--- src/rtl/aes_block_packer_if.sv ---
// AXI-Stream style handshake bundle used on both sides of aes_block_packer.
//   tdata  : payload, DATA_W bits
//   tvalid : source has data
//   tready : sink accepts data (transfer on tvalid && tready)
//   tlast  : final beat of a message
// master drives payload/valid/last, slave drives ready.
interface aes_block_packer_if #(
  parameter int unsigned DATA_W = 8
) ();
  logic [DATA_W-1:0] tdata;
  logic              tvalid;
  logic              tready;
  logic              tlast;

  modport master (output tdata, tvalid, tlast, input tready);
  modport slave  (input tdata, tvalid, tlast, output tready);
endinterface

--- src/rtl/aes_block_packer.sv ---
// aes_block_packer: collects an 8-bit byte stream into 128-bit plaintext blocks for the AES core.
// Byte k of a block lands in tdata[127-8k -: 8]. Short messages are padded and flushed on input
// tlast or after TIMEOUT_CYCLES idle cycles with a partial block (0 disables the timeout).
//
// Optional feature macro: AES_PACK_PKCS7_EN
//   defined   : PKCS#7 padding; a message ending on a block boundary is followed by a full
//               block of 16 x 8'h10 (tlast=1) and the data block carries tlast=0.
//   undefined : pad bytes are 8'h00, no extra block.
//
// Ports
//   Clk      : clock, posedge
//   Rst      : synchronous active-high reset
//   En       : block enable; low behaves exactly like Rst
//   s_axis   : 8-bit byte input (slave)
//   m_axis   : 128-bit block output (master)
//   BlockCnt : blocks emitted since reset, wraps modulo 2^CNT_W
module aes_block_packer #(
  parameter int unsigned TIMEOUT_CYCLES = 1000000,
  parameter int unsigned CNT_W          = 16
) (
  input  logic               Clk,
  input  logic               Rst,
  input  logic               En,
  aes_block_packer_if.slave  s_axis,
  aes_block_packer_if.master m_axis,
  output logic [CNT_W-1:0]   BlockCnt
);

  localparam int unsigned IdleW = (TIMEOUT_CYCLES > 2) ? $clog2(TIMEOUT_CYCLES) : 1;
  localparam logic [IdleW-1:0] IdleLast = IdleW'(TIMEOUT_CYCLES - 1);
  localparam bit TimeoutEn = (TIMEOUT_CYCLES != 0);

`ifdef AES_PACK_PKCS7_EN
  typedef enum logic [1:0] {StFill, StOutput, StPadBlk} state_e;
`else
  typedef enum logic [1:0] {StFill, StOutput} state_e;
`endif

  state_e             state_q, state_d;
  logic [127:0]       buf_q, buf_d;
  logic [4:0]         cnt_q, cnt_d;
  logic [IdleW-1:0]   idle_q, idle_d;
  logic               tlast_q, tlast_d;
  logic [CNT_W-1:0]   blk_q, blk_d;
`ifdef AES_PACK_PKCS7_EN
  logic               pad_pend_q, pad_pend_d;  // boundary-aligned message owes a PADBLK
`endif

  logic       active;
  logic       accept;
  logic [4:0] cnt_inc;
  logic       full_blk;
  logic       tlast_flush;
  logic       idle_flush;
  logic [4:0] pad_from;
  logic [7:0] pad_byte;

  assign active      = En && !Rst;
  assign accept      = s_axis.tvalid && s_axis.tready;
  assign cnt_inc     = cnt_q + 5'd1;
  assign full_blk    = accept && (cnt_inc == 5'd16);
  assign tlast_flush = accept && s_axis.tlast && (cnt_inc != 5'd16);
  // An accept in the same cycle always wins over the timeout.
  assign idle_flush  = TimeoutEn && !accept && (state_q == StFill) && (cnt_q != 5'd0) &&
                       (idle_q == IdleLast);
  // First byte position to pad: after the byte just accepted, or after the current fill level.
  assign pad_from    = accept ? cnt_inc : cnt_q;
`ifdef AES_PACK_PKCS7_EN
  assign pad_byte    = {3'b000, 5'd16 - pad_from};
`else
  assign pad_byte    = 8'h00;
`endif

  // State register plus datapath registers; En low clears everything like Rst.
  always_ff @(posedge Clk) begin
    if (!active) begin
      state_q    <= StFill;
      buf_q      <= '0;
      cnt_q      <= '0;
      idle_q     <= '0;
      tlast_q    <= 1'b0;
      blk_q      <= '0;
`ifdef AES_PACK_PKCS7_EN
      pad_pend_q <= 1'b0;
`endif
    end else begin
      state_q    <= state_d;
      buf_q      <= buf_d;
      cnt_q      <= cnt_d;
      idle_q     <= idle_d;
      tlast_q    <= tlast_d;
      blk_q      <= blk_d;
`ifdef AES_PACK_PKCS7_EN
      pad_pend_q <= pad_pend_d;
`endif
    end
  end

  // Next-state logic.
  always_comb begin
    state_d = state_q;
    unique case (state_q)
      StFill: begin
        if (full_blk || tlast_flush || idle_flush) state_d = StOutput;
      end
      StOutput: begin
        if (m_axis.tready) begin
`ifdef AES_PACK_PKCS7_EN
          state_d = pad_pend_q ? StPadBlk : StFill;
`else
          state_d = StFill;
`endif
        end
      end
`ifdef AES_PACK_PKCS7_EN
      StPadBlk: state_d = StOutput;
`endif
      default: state_d = StFill;
    endcase
  end

  // Datapath next-state.
  always_comb begin
    buf_d   = buf_q;
    cnt_d   = cnt_q;
    idle_d  = idle_q;
    tlast_d = tlast_q;
    blk_d   = blk_q;
`ifdef AES_PACK_PKCS7_EN
    pad_pend_d = pad_pend_q;
`endif
    unique case (state_q)
      StFill: begin
        if (accept) begin
          for (int i = 0; i < 16; i++) begin
            if (5'(i) == cnt_q) buf_d[8*(15-i) +: 8] = s_axis.tdata;
          end
          cnt_d  = cnt_inc;
          idle_d = '0;
        end else if (TimeoutEn && (cnt_q != 5'd0) && !idle_flush) begin
          idle_d = idle_q + 1'b1;
        end
        if (full_blk) begin
`ifdef AES_PACK_PKCS7_EN
          tlast_d    = 1'b0;
          pad_pend_d = s_axis.tlast;
`else
          tlast_d    = s_axis.tlast;
`endif
        end
        if (tlast_flush || idle_flush) begin
          tlast_d = 1'b1;
          for (int i = 0; i < 16; i++) begin
            if (5'(i) >= pad_from) buf_d[8*(15-i) +: 8] = pad_byte;
          end
        end
      end
      StOutput: begin
        if (m_axis.tready) begin
          blk_d  = blk_q + 1'b1;
          cnt_d  = '0;
          idle_d = '0;
          buf_d  = '0;
        end
      end
`ifdef AES_PACK_PKCS7_EN
      StPadBlk: begin
        buf_d      = {16{8'h10}};
        tlast_d    = 1'b1;
        pad_pend_d = 1'b0;
      end
`endif
      default: ;
    endcase
  end

  // Outputs; all forced to zero while held in reset or disabled.
  always_comb begin
    s_axis.tready = active && (state_q == StFill);
    m_axis.tvalid = active && (state_q == StOutput);
    m_axis.tdata  = active ? buf_q : '0;
    m_axis.tlast  = active && (state_q == StOutput) && tlast_q;
    BlockCnt      = active ? blk_q : '0;
  end

endmodule

--- src/flat_wrapper.sv ---
// flat-port wrapper written by rule: the top's interface ports become plain ports
module aes_block_packer_flat 
#(
  parameter int unsigned TIMEOUT_CYCLES = 1000000,
  parameter int unsigned CNT_W          = 16
)
  (Clk, Rst, En, BlockCnt, s_axis_tdata, s_axis_tvalid, s_axis_tlast, s_axis_tready, m_axis_tdata, m_axis_tvalid, m_axis_tlast, m_axis_tready);
  aes_block_packer_if #(.DATA_W(8)) s_axis_i ();
  aes_block_packer_if #(.DATA_W(128)) m_axis_i ();
  input  logic Clk;
  input  logic Rst;
  input  logic En;
  output logic [CNT_W-1:0] BlockCnt;
  input wire logic [$bits(s_axis_i.tdata)-1:0] s_axis_tdata;
  input wire logic [$bits(s_axis_i.tvalid)-1:0] s_axis_tvalid;
  input wire logic [$bits(s_axis_i.tlast)-1:0] s_axis_tlast;
  output wire logic [$bits(s_axis_i.tready)-1:0] s_axis_tready;
  output wire logic [$bits(m_axis_i.tdata)-1:0] m_axis_tdata;
  output wire logic [$bits(m_axis_i.tvalid)-1:0] m_axis_tvalid;
  output wire logic [$bits(m_axis_i.tlast)-1:0] m_axis_tlast;
  input wire logic [$bits(m_axis_i.tready)-1:0] m_axis_tready;
  assign s_axis_i.tdata = s_axis_tdata;
  assign s_axis_i.tvalid = s_axis_tvalid;
  assign s_axis_i.tlast = s_axis_tlast;
  assign s_axis_tready = s_axis_i.tready;
  assign m_axis_tdata = m_axis_i.tdata;
  assign m_axis_tvalid = m_axis_i.tvalid;
  assign m_axis_tlast = m_axis_i.tlast;
  assign m_axis_i.tready = m_axis_tready;
  aes_block_packer #(.TIMEOUT_CYCLES(TIMEOUT_CYCLES), .CNT_W(CNT_W)) u_core (.Clk(Clk), .Rst(Rst), .En(En), .s_axis(s_axis_i), .m_axis(m_axis_i), .BlockCnt(BlockCnt));
endmodule
--- config.mk ---
export PLATFORM = sky130hd
export DESIGN_NAME = aes_block_packer_flat
export DESIGN_NICKNAME = d
export VERILOG_FILES = /design/src/rtl/aes_block_packer_if.sv /design/src/rtl/aes_block_packer.sv /design/src/flat_wrapper.sv
export SDC_FILE = /design/constraint.sdc
export NUM_CORES = 1
export LEC_CHECK = 0
export CORE_MARGIN = 2
export CORE_UTILIZATION = 55
export CTS_BUF_LIST = sky130_fd_sc_hd__clkbuf_4 sky130_fd_sc_hd__clkbuf_8 sky130_fd_sc_hd__clkbuf_16
export CTS_CLUSTER_DIAMETER = 40
export DETAILED_ROUTE_END_ITERATION = 16
export PLACE_DENSITY = 0.92
export SYNTH_ARGS = -nofsm -noshare
export SYNTH_HDL_FRONTEND = slang
export SYNTH_SLANG_ARGS = --single-unit
--- constraint.sdc ---
create_clock -name Clk -period 4.6 [get_ports Clk]
set_input_delay 0.92 -clock Clk [delete_from_list [all_inputs] [get_ports Clk]]
set_output_delay 0.92 -clock Clk [all_outputs]
set_load 0.005 [all_outputs]
==> metrics.md, run 1 <==
| Metric | Value |
|---|---|
| Largest net degree at the start of global routing | `146` |
| Root buffer cell | `clkbuf_16` |
| Peak supply drop | `0.2272 mV` |
| Pwr/cell area | `294.8 nW/um2` |
| Outcome | `finished clean` |
| Total power | `0.002978 W` |
| Postcts setup bufs | `0` |
| Sw frac | `22.88%` |
| Global Route Usage Sum | `28.01%` |
| Placed Area | `9553 um2` |
| Peak Freq | `257.4 MHz` |
| Final WL | `21370 um` |
| Die width | `123.6 um` |
| Top sig layer | `met4` |
| Clock power share | `44.7%` |
| Fillers | `1021` |
| Hold Path Class | `flop to flop` |
| Xor/xnor share of the synthesized area | `2.671%` |
| Post-route cell area | `between 10000 and 15000 um2` |
| First-pass GRT wire length | `33440 um` |
| Worst Skew | `0.007350 ns` |
| CTS tree | `built` |
| CTS buffer count | `17` |
| Arrival time at the worst endpoint | `2.96 ns` |
| Post-CTS sizing | `0` |
| Multi-input logic area | `around 4200 um2` |
| Later-pin clock latency in the skew report | `around 0.43 ns` |
| Vias/cell | `5.948` |
| Setup CP Type | `primary input to primary output` |
| Total gr overflow | `0` |
| IO buf count | `160` |
| Initial drt markers | `approximately 700` |
| ANT cells | `0` |
| Mapped Area | `7870 um2` |
| Fin. max-slew vios | `0` |
| CTS Hold Bufs | `0` |
| Synth Area in Simple Gates | `26.58%` |
| Sequential cell area | `3423 um2` |
| Worst slew pin tran | `0.9576 ns` |
| Critical path fanouts, max | `15` |
| WHS | `roughly 0.47 ns` |
| Crit start category | `primary input` |
| Leading area contributor after synthesis | `dfxtp_1` |
| Post-synthesis net count | `892` |
| Post-DP HPWL | `14840 um` |
| Adder-cell share of the synthesized area | `1.272%` |
| Switching power | `around 0.00068 W` |
| Syn avg cell area | `9.046 um2` |
| First drt pass iteration count | `6` |
| Final setup viols | `0` |
| Compound-cell area share of the yosys netlist | `between 20% and 30%` |
| Gate Count Post-Synth | `870` |
| Final Hold Viols | `0` |
| Tmin final | `around 3.9 ns` |
| Chip height | `123.6 um` |
| Main combinational cell family by area after synthesis | `simple AND/OR/NAND/NOR gates` |
| Num rows | `43` |
| Final nets | `approximately 1000` |
| Clock Path Buffers | `2` |
| Synth unique cells | `60` |
| Setup TNS | `0 ns` |
| DIE AREA | `15280 um2` |
| Max-Cap Viols | `0` |
| Wire per inst | `about 18 um` |
| I/O pin count | `161` |
| Met1 WL | `9562 um` |
| Area grow syn2layout | `28.33%` |
| Top cells by area, synth | `dfxtp_1, and2_1, a22o_1` |
| Remaining DRCs | `0` |
| Gate power share | `5.2%` |
| Met2 Routed Length | `about 10000 um` |
| Antenna violations before repair | `0` |
| CP required | `about 3.7 ns` |
| Pint | `0.002296 W` |
| LEAKAGE | `3.795 nW` |
| Clock Pin Slew Worst Setup and Hold Paths | `0.06 ns` |
| Worst rel slew slack | `35.96%` |
| Tcrit/Tclk final | `84.45%` |
| Area fraction of the dominant cell type after synthesis | `about 43%` |
| Sequential area share after synthesis | `43.50%` |
| Vias | `7096` |
| R2r setup slk | `1.39 ns` |
| H-tree levels | `4` |
| EDFF count, synth | `0` |
| Final antenna-violating net count | `0` |
| Number of global-route vias before repair | `6372` |
| Yosys warnings | `0` |
| Initial Util | `56.48%` |
| Sequential Power Share | `about half` |
| Synth Register Bits | `roughly 170` |
| Fin util | `about 72%` |
| Crit. End Element | `primary output` |
| Unrepaired setup endpoints after global routing | `no` |
| Placeable Area | `13930 um2` |
| Fraction of registers with async set/reset | `0%` |
| Met3 wire length | `1157 um` |
| Clock sinks | `171` |
| Share of cells above drive strength 1 | `7.206%` |
| Most used DFF post-synth | `dfxtp_1` |
| Routability cong. | `0.9843` |
| Post-synthesis mux area share | `less than 1%` |
stage by stage:
stage               setup WS [ns]  cells
floorplan                   1.790    870
global placement           0.7612   1163
detailed placement         0.7265   1163
CTS                        0.7193   1193
global route               0.6546   1193
finish                     0.7151   1193
area by class of cell:
type                       instances  share of cell area [%]
sequential                       171                   33.89
tap                              180                   2.230
timing repair buffer             172                   16.87
multi-input combinational        630                   41.22
clock buffer                      24                   5.042
inverter                          10                  0.3717
clock inverter                     6                  0.3717
cell usage after synthesis, types with 3 or more instances:
cell / n
dfxtp_1: 171
and2_1: 147
a22o_1: 97
nor2_1: 83
clkbuf_1: 38
nand2_1: 38
a22oi_1: 32
nand3_1: 24
o21ai_0: 24
a21oi_1: 21
nor3_1: 13
xnor2_1: 13
and3_1: 12
nand4_1: 12
xor2_1: 11
nor2b_1: 10
buf_1: 9
inv_1: 9
buf_2: 8
ha_1: 8
a31oi_1: 7
nor4_1: 5
or3_1: 5
o21ai_1: 4
o31ai_1: 4
a211oi_2: 3
a21o_1: 3
a21oi_2: 3
a221oi_2: 3
nand2b_1: 3
nor2_2: 3
o211ai_1: 3
o21ai_2: 3
or2_2: 3
or4_1: 3
kinds of logic (layout without fill, tap and decap cells):
| kind of cell | Yosys count | after routing |
|---|---|---|
| AOI/OAI and AO/OA | 219 | 219 |
| xor gates and xnor gates | 24 | 24 |
| adders and majority gates | 8 | 8 |
| buffers and inverters | 69 | 212 |
| DFF | 171 | 171 |
| muxes | 2 | 2 |
| and+or+nand+nor | 377 | 377 |
power by group through the flow:
| stage | Sequential, W | Combinational, W | Clock, W |
|---|---|---|---|
| finish | 0.00149 | 0.000155 | 0.00133 |
| global route | 0.00149 | 0.000167 | 0.00139 |
| CTS | 0.00149 | 0.000153 | 0.00134 |
| detailed placement | 0.00152 | 0.000151 | 0 |
| global placement | 0.00152 | 0.000148 | 0 |
| floorplan | 0.00152 | 0.000103 | 0 |
final timing paths:
path / to / depth (start not counted) / startpoint
setup / recovery: s_axis_tready / 4 / En
hold reg to reg: u_core.buf_q[103] / 1 / u_core.buf_q[103]
setup reg to reg: u_core.buf_q[21] / 8 / u_core.cnt_q[0]
hold / removal: u_core.buf_q[103] / 1 / u_core.buf_q[103]
sequential cells by signal, summed over array words and instances (netlist names):
register / flops
u_core.blk_q: 16
u_core.idle_q: 20
u_core.buf_q: 128
u_core.tlast_q: 1
u_core.state_q: 1
u_core.cnt_q: 5
worst max-delay path: stages:
cell and delay (ns):
clkdlybuf4s50_1 0.58, or3b_2 0.67, inv_2 0.22, clkdlybuf4s50_1 0.57
layout by cell type, fill, tap and decap left out, types with 8 or more instances in the layout:
cell,instances
xnor2_1,13
dfxtp_1,171
buf_4,11
nor2_1,83
and3_1,12
a22oi_1,32
a22o_1,97
o21ai_0,24
nand4_1,12
and2_1,147
nand2_1,38
xor2_1,11
a21oi_1,21
inv_1,9
nor3_1,13
nand3_1,24
clkdlybuf4s50_1,160
nor2b_1,9
clkbuf_16,17
ha_1,8
per-layer routing:
layer	vias up	track usage [%]
met1	3411	37.75
met3	45	4.762
met5	-	0
met2	273	44.85
met4	0	11.08
li1	3367	-
(Power assumes the default switching activity.)
==> run 2, diff against run 1 <==
--- a/config.mk
+++ b/config.mk
@@ -6,11 +6,11 @@
 export NUM_CORES = 1
 export LEC_CHECK = 0
 export CORE_MARGIN = 2
-export CORE_UTILIZATION = 55
+export CORE_UTILIZATION = 52
 export CTS_BUF_LIST = sky130_fd_sc_hd__clkbuf_4 sky130_fd_sc_hd__clkbuf_8 sky130_fd_sc_hd__clkbuf_16
 export CTS_CLUSTER_DIAMETER = 40
 export DETAILED_ROUTE_END_ITERATION = 16
-export PLACE_DENSITY = 0.92
+export PLACE_DENSITY = 0.88
 export SYNTH_ARGS = -nofsm -noshare
 export SYNTH_HDL_FRONTEND = slang
 export SYNTH_SLANG_ARGS = --single-unit
==> constraint.sdc (replaced) <==
create_clock -name Clk -period 3.9 [get_ports Clk]
set_input_delay 0.78 -clock Clk [delete_from_list [all_inputs] [get_ports Clk]]
set_output_delay 0.78 -clock Clk [all_outputs]
set_load 0.005 [all_outputs]
==> metrics.md, run 2 (same netlist as run 1, synthesis figures left out) <==
| Metric | Value |
|---|---|
| Largest register by flop count | `u_core.buf_q` |
| Sw frac | `23.07% (+0.19 points)` |
| Unrepaired setup endpoints after global routing | `no` |
| CTS buffer count | `17 (unchanged)` |
| Clock sinks | `171 (unchanged)` |
| H-tree levels | `4 (unchanged)` |
| Setup CP Type | `primary input to primary output` |
| Arrival time at the worst endpoint | `2.71 ns (-0.25 ns)` |
| Worst Skew | `0.009720 ns (+0.002370 ns)` |
| Vias/cell | `5.755 (-3.2%)` |
| Clock Pin Slew Worst Setup and Hold Paths | `0.06 ns (about the same)` |
| Fin util | `69.57% (-2.9 points)` |
| Outcome | `finished clean` |
| IO buf count | `160 (unchanged)` |
| Vias | `6929 (-2.4%)` |
| Routability cong. | `0.9415 (-4.3%)` |
| Crit. End Element | `primary output` |
| Final setup viols | `0 (unchanged)` |
| Pint | `0.002784 W (+21%)` |
| R2r setup slk | `0.86 ns (-0.53 ns)` |
| Global Route Usage Sum | `26.00% (-2.0 points)` |
| Gate power share | `5.1% (about the same)` |
| Fillers | `1099 (+7.6%)` |
| Final Hold Viols | `0 (unchanged)` |
| Tcrit/Tclk final | `between 80% and 90%` |
| Post-DP HPWL | `14540 um (-2.0%)` |
| Die width | `127.0 um (+2.8%)` |
| Min-Delay Path Depth | `1 (unchanged)` |
| Worst r2r dst | `u_core.buf_q[1]` |
| Num rows | `44 (+2.3%)` |
| Initial Util | `53.74% (-2.7 points)` |
| Multi-input logic area | `4163 um2 (unchanged)` |
| Largest register FFs | `128 (unchanged)` |
| First-pass GRT wire length | `33870 um (+1.3%)` |
| Later-pin clock latency in the skew report | `0.43 ns (about the same)` |
| Peak Freq | `roughly 290 MHz` |
| Peak supply drop | `0.3018 mV (+33%)` |
| DIE AREA | `16140 um2 (+5.6%)` |
| HP Start | `u_core.cnt_q[2]` |
| Worst slew pin tran | `0.9290 ns (-0.02865 ns)` |
| Root buffer cell | `clkbuf_16` |
| Sequential Power Share | `48.6% (-1.5 points)` |
| Number of global-route vias before repair | `6386 (+0.22%)` |
| CTS Hold Bufs | `0 (unchanged)` |
| Clock Path Buffers | `2 (unchanged)` |
| Worst rel slew slack | `37.41% (+1.5 points)` |
| CTS tree | `built` |
| Initial drt markers | `684 (-2.6%)` |
| I/O pin count | `161 (unchanged)` |
| Fin. max-slew vios | `0 (unchanged)` |
| Clock power share | `46.3% (+1.6 points)` |
| Hold Path End | `u_core.cnt_q[2]` |
| Largest net degree at the start of global routing | `146 (unchanged)` |
| Most frequent cells in the layout | `dfxtp_1, clkdlybuf4s50_1, and2_1` |
| Hold Path Class | `flop to flop` |
| Remaining DRCs | `0 (unchanged)` |
| Postcts setup bufs | `0 (unchanged)` |
| Pwr/cell area | `355.3 nW/um2 (+20%)` |
| Commonest non-fill, non-tap cell in the layout | `dfxtp_1` |
| Final WL | `20950 um (-2.0%)` |
| Antenna violations before repair | `0 (unchanged)` |
| Final antenna-violating net count | `0 (unchanged)` |
| First drt pass iteration count | `6 (unchanged)` |
| Chip height | `127.0 um (+2.8%)` |
| Total gr overflow | `0 (unchanged)` |
| Sequential cell area | `3423 um2 (unchanged)` |
| Top flop regs | `u_core.buf_q x128, u_core.idle_q x20, u_core.blk_q x16` |
| Switching power | `0.0008349 W (+23%)` |
| Worst r2r path cells | `8 (unchanged)` |
| CP required | `3.12 ns (-0.56 ns)` |
| Reg2reg start | `u_core.cnt_q[0]` |
| Max-Cap Viols | `0 (unchanged)` |
| ANT cells | `0 (unchanged)` |
| Wire per inst | `17.40 um (-2.9%)` |
| Crit start category | `primary input` |
| LEAKAGE | `3.817 nW (+0.60%)` |
| Setup TNS | `0 ns (unchanged)` |
| Critical path fanouts, max | `145 (+130)` |
| Share of cells above drive strength 1 | `7.843% (+0.64 points)` |
| Placeable Area | `14640 um2 (+5.1%)` |
| Area grow syn2layout | `29.44%` |
| Tmin final | `3.488 ns` |
| Post-CTS sizing | `0 (unchanged)` |
| Final nets | `1029 (+0.49%)` |
run 2: cell types whose count changed in the layout (fill, tap and decap cells not counted):
| cell | delta |
|---|---|
| buf_4 | +5 |
| bufinv_16 | +2 |
| clkbuf_8 | -4 |
| clkinv_2 | -3 |
| clkinvlp_4 | +5 |
| inv_6 | +2 |
run 2: through the flow:
stage / power (W) / cell area, um2 / hold slack [ns] / worst slack, ns / std cells
floorplan: 0.001915 / 7870 / 0.4342 / 1.370 / 870
global placement: 0.001977 / 9595 / 0.4344 / 0.4442 / 1172
detailed placement: 0.001979 / 9595 / 0.4404 / 0.4059 / 1172
CTS: 0.003632 / 10190 / 0.4554 / 0.4373 / 1204
global route: 0.003731 / 10190 / 0.4793 / 0.3012 / 1204
finish: 0.003619 / 10190 / 0.4506 / 0.4123 / 1204
run 2: area by class of cell:
type | instances | share of cell area (%)
Sequential cell | 171 | 33.60
Clock buffer | 20 | 4.458
Timing Repair Buffer | 177 | 17.10
Multi-Input combinational cell | 630 | 40.86
Clock inverter | 12 | 1.351
Tap cell | 184 | 2.260
Inverter | 10 | 0.3685
run 2: worst max-delay path by stage:
| stage | start | slack, ns | end |
|---|---|---|---|
| floorplan | En | 1.37 | m_axis_tdata[100] |
| global placement | En | 0.44 | m_axis_tlast |
| detailed placement | Rst | 0.41 | u_core.buf_q[73] |
| CTS | En | 0.44 | m_axis_tlast |
| global route | En | 0.30 | m_axis_tdata[114] |
| finish | En | 0.41 | m_axis_tdata[127] |
run 2: per-layer routing:
layer,track usage [%],part of all wire (%),up-vias
li1,-,-,3378
met4,9.179,1.8,0
met3,4.816,6.4,33
met1,35.43,45,3229
met5,0,0,-
met2,41.65,47,289
run 2: power by group through the flow:
stage	registers [W]	clock network [W]	logic (W)
6_report	0.00176	0.00168	0.000185
5_1_grt	0.00176	0.00177	0.000203
4_1_cts	0.00176	0.00169	0.000184
3_5_place_dp	0.00180	0	0.000182
3_3_place_gp	0.00180	0	0.000180
2_1_floorplan	0.00179	0	0.000122
run 2: critical path: stages:
cell and delay (ns):
clkdlybuf4s50_1 0.57, nor2b_4 0.20, buf_12 0.32, and2_1 0.22
clkdlybuf4s50_1 0.51
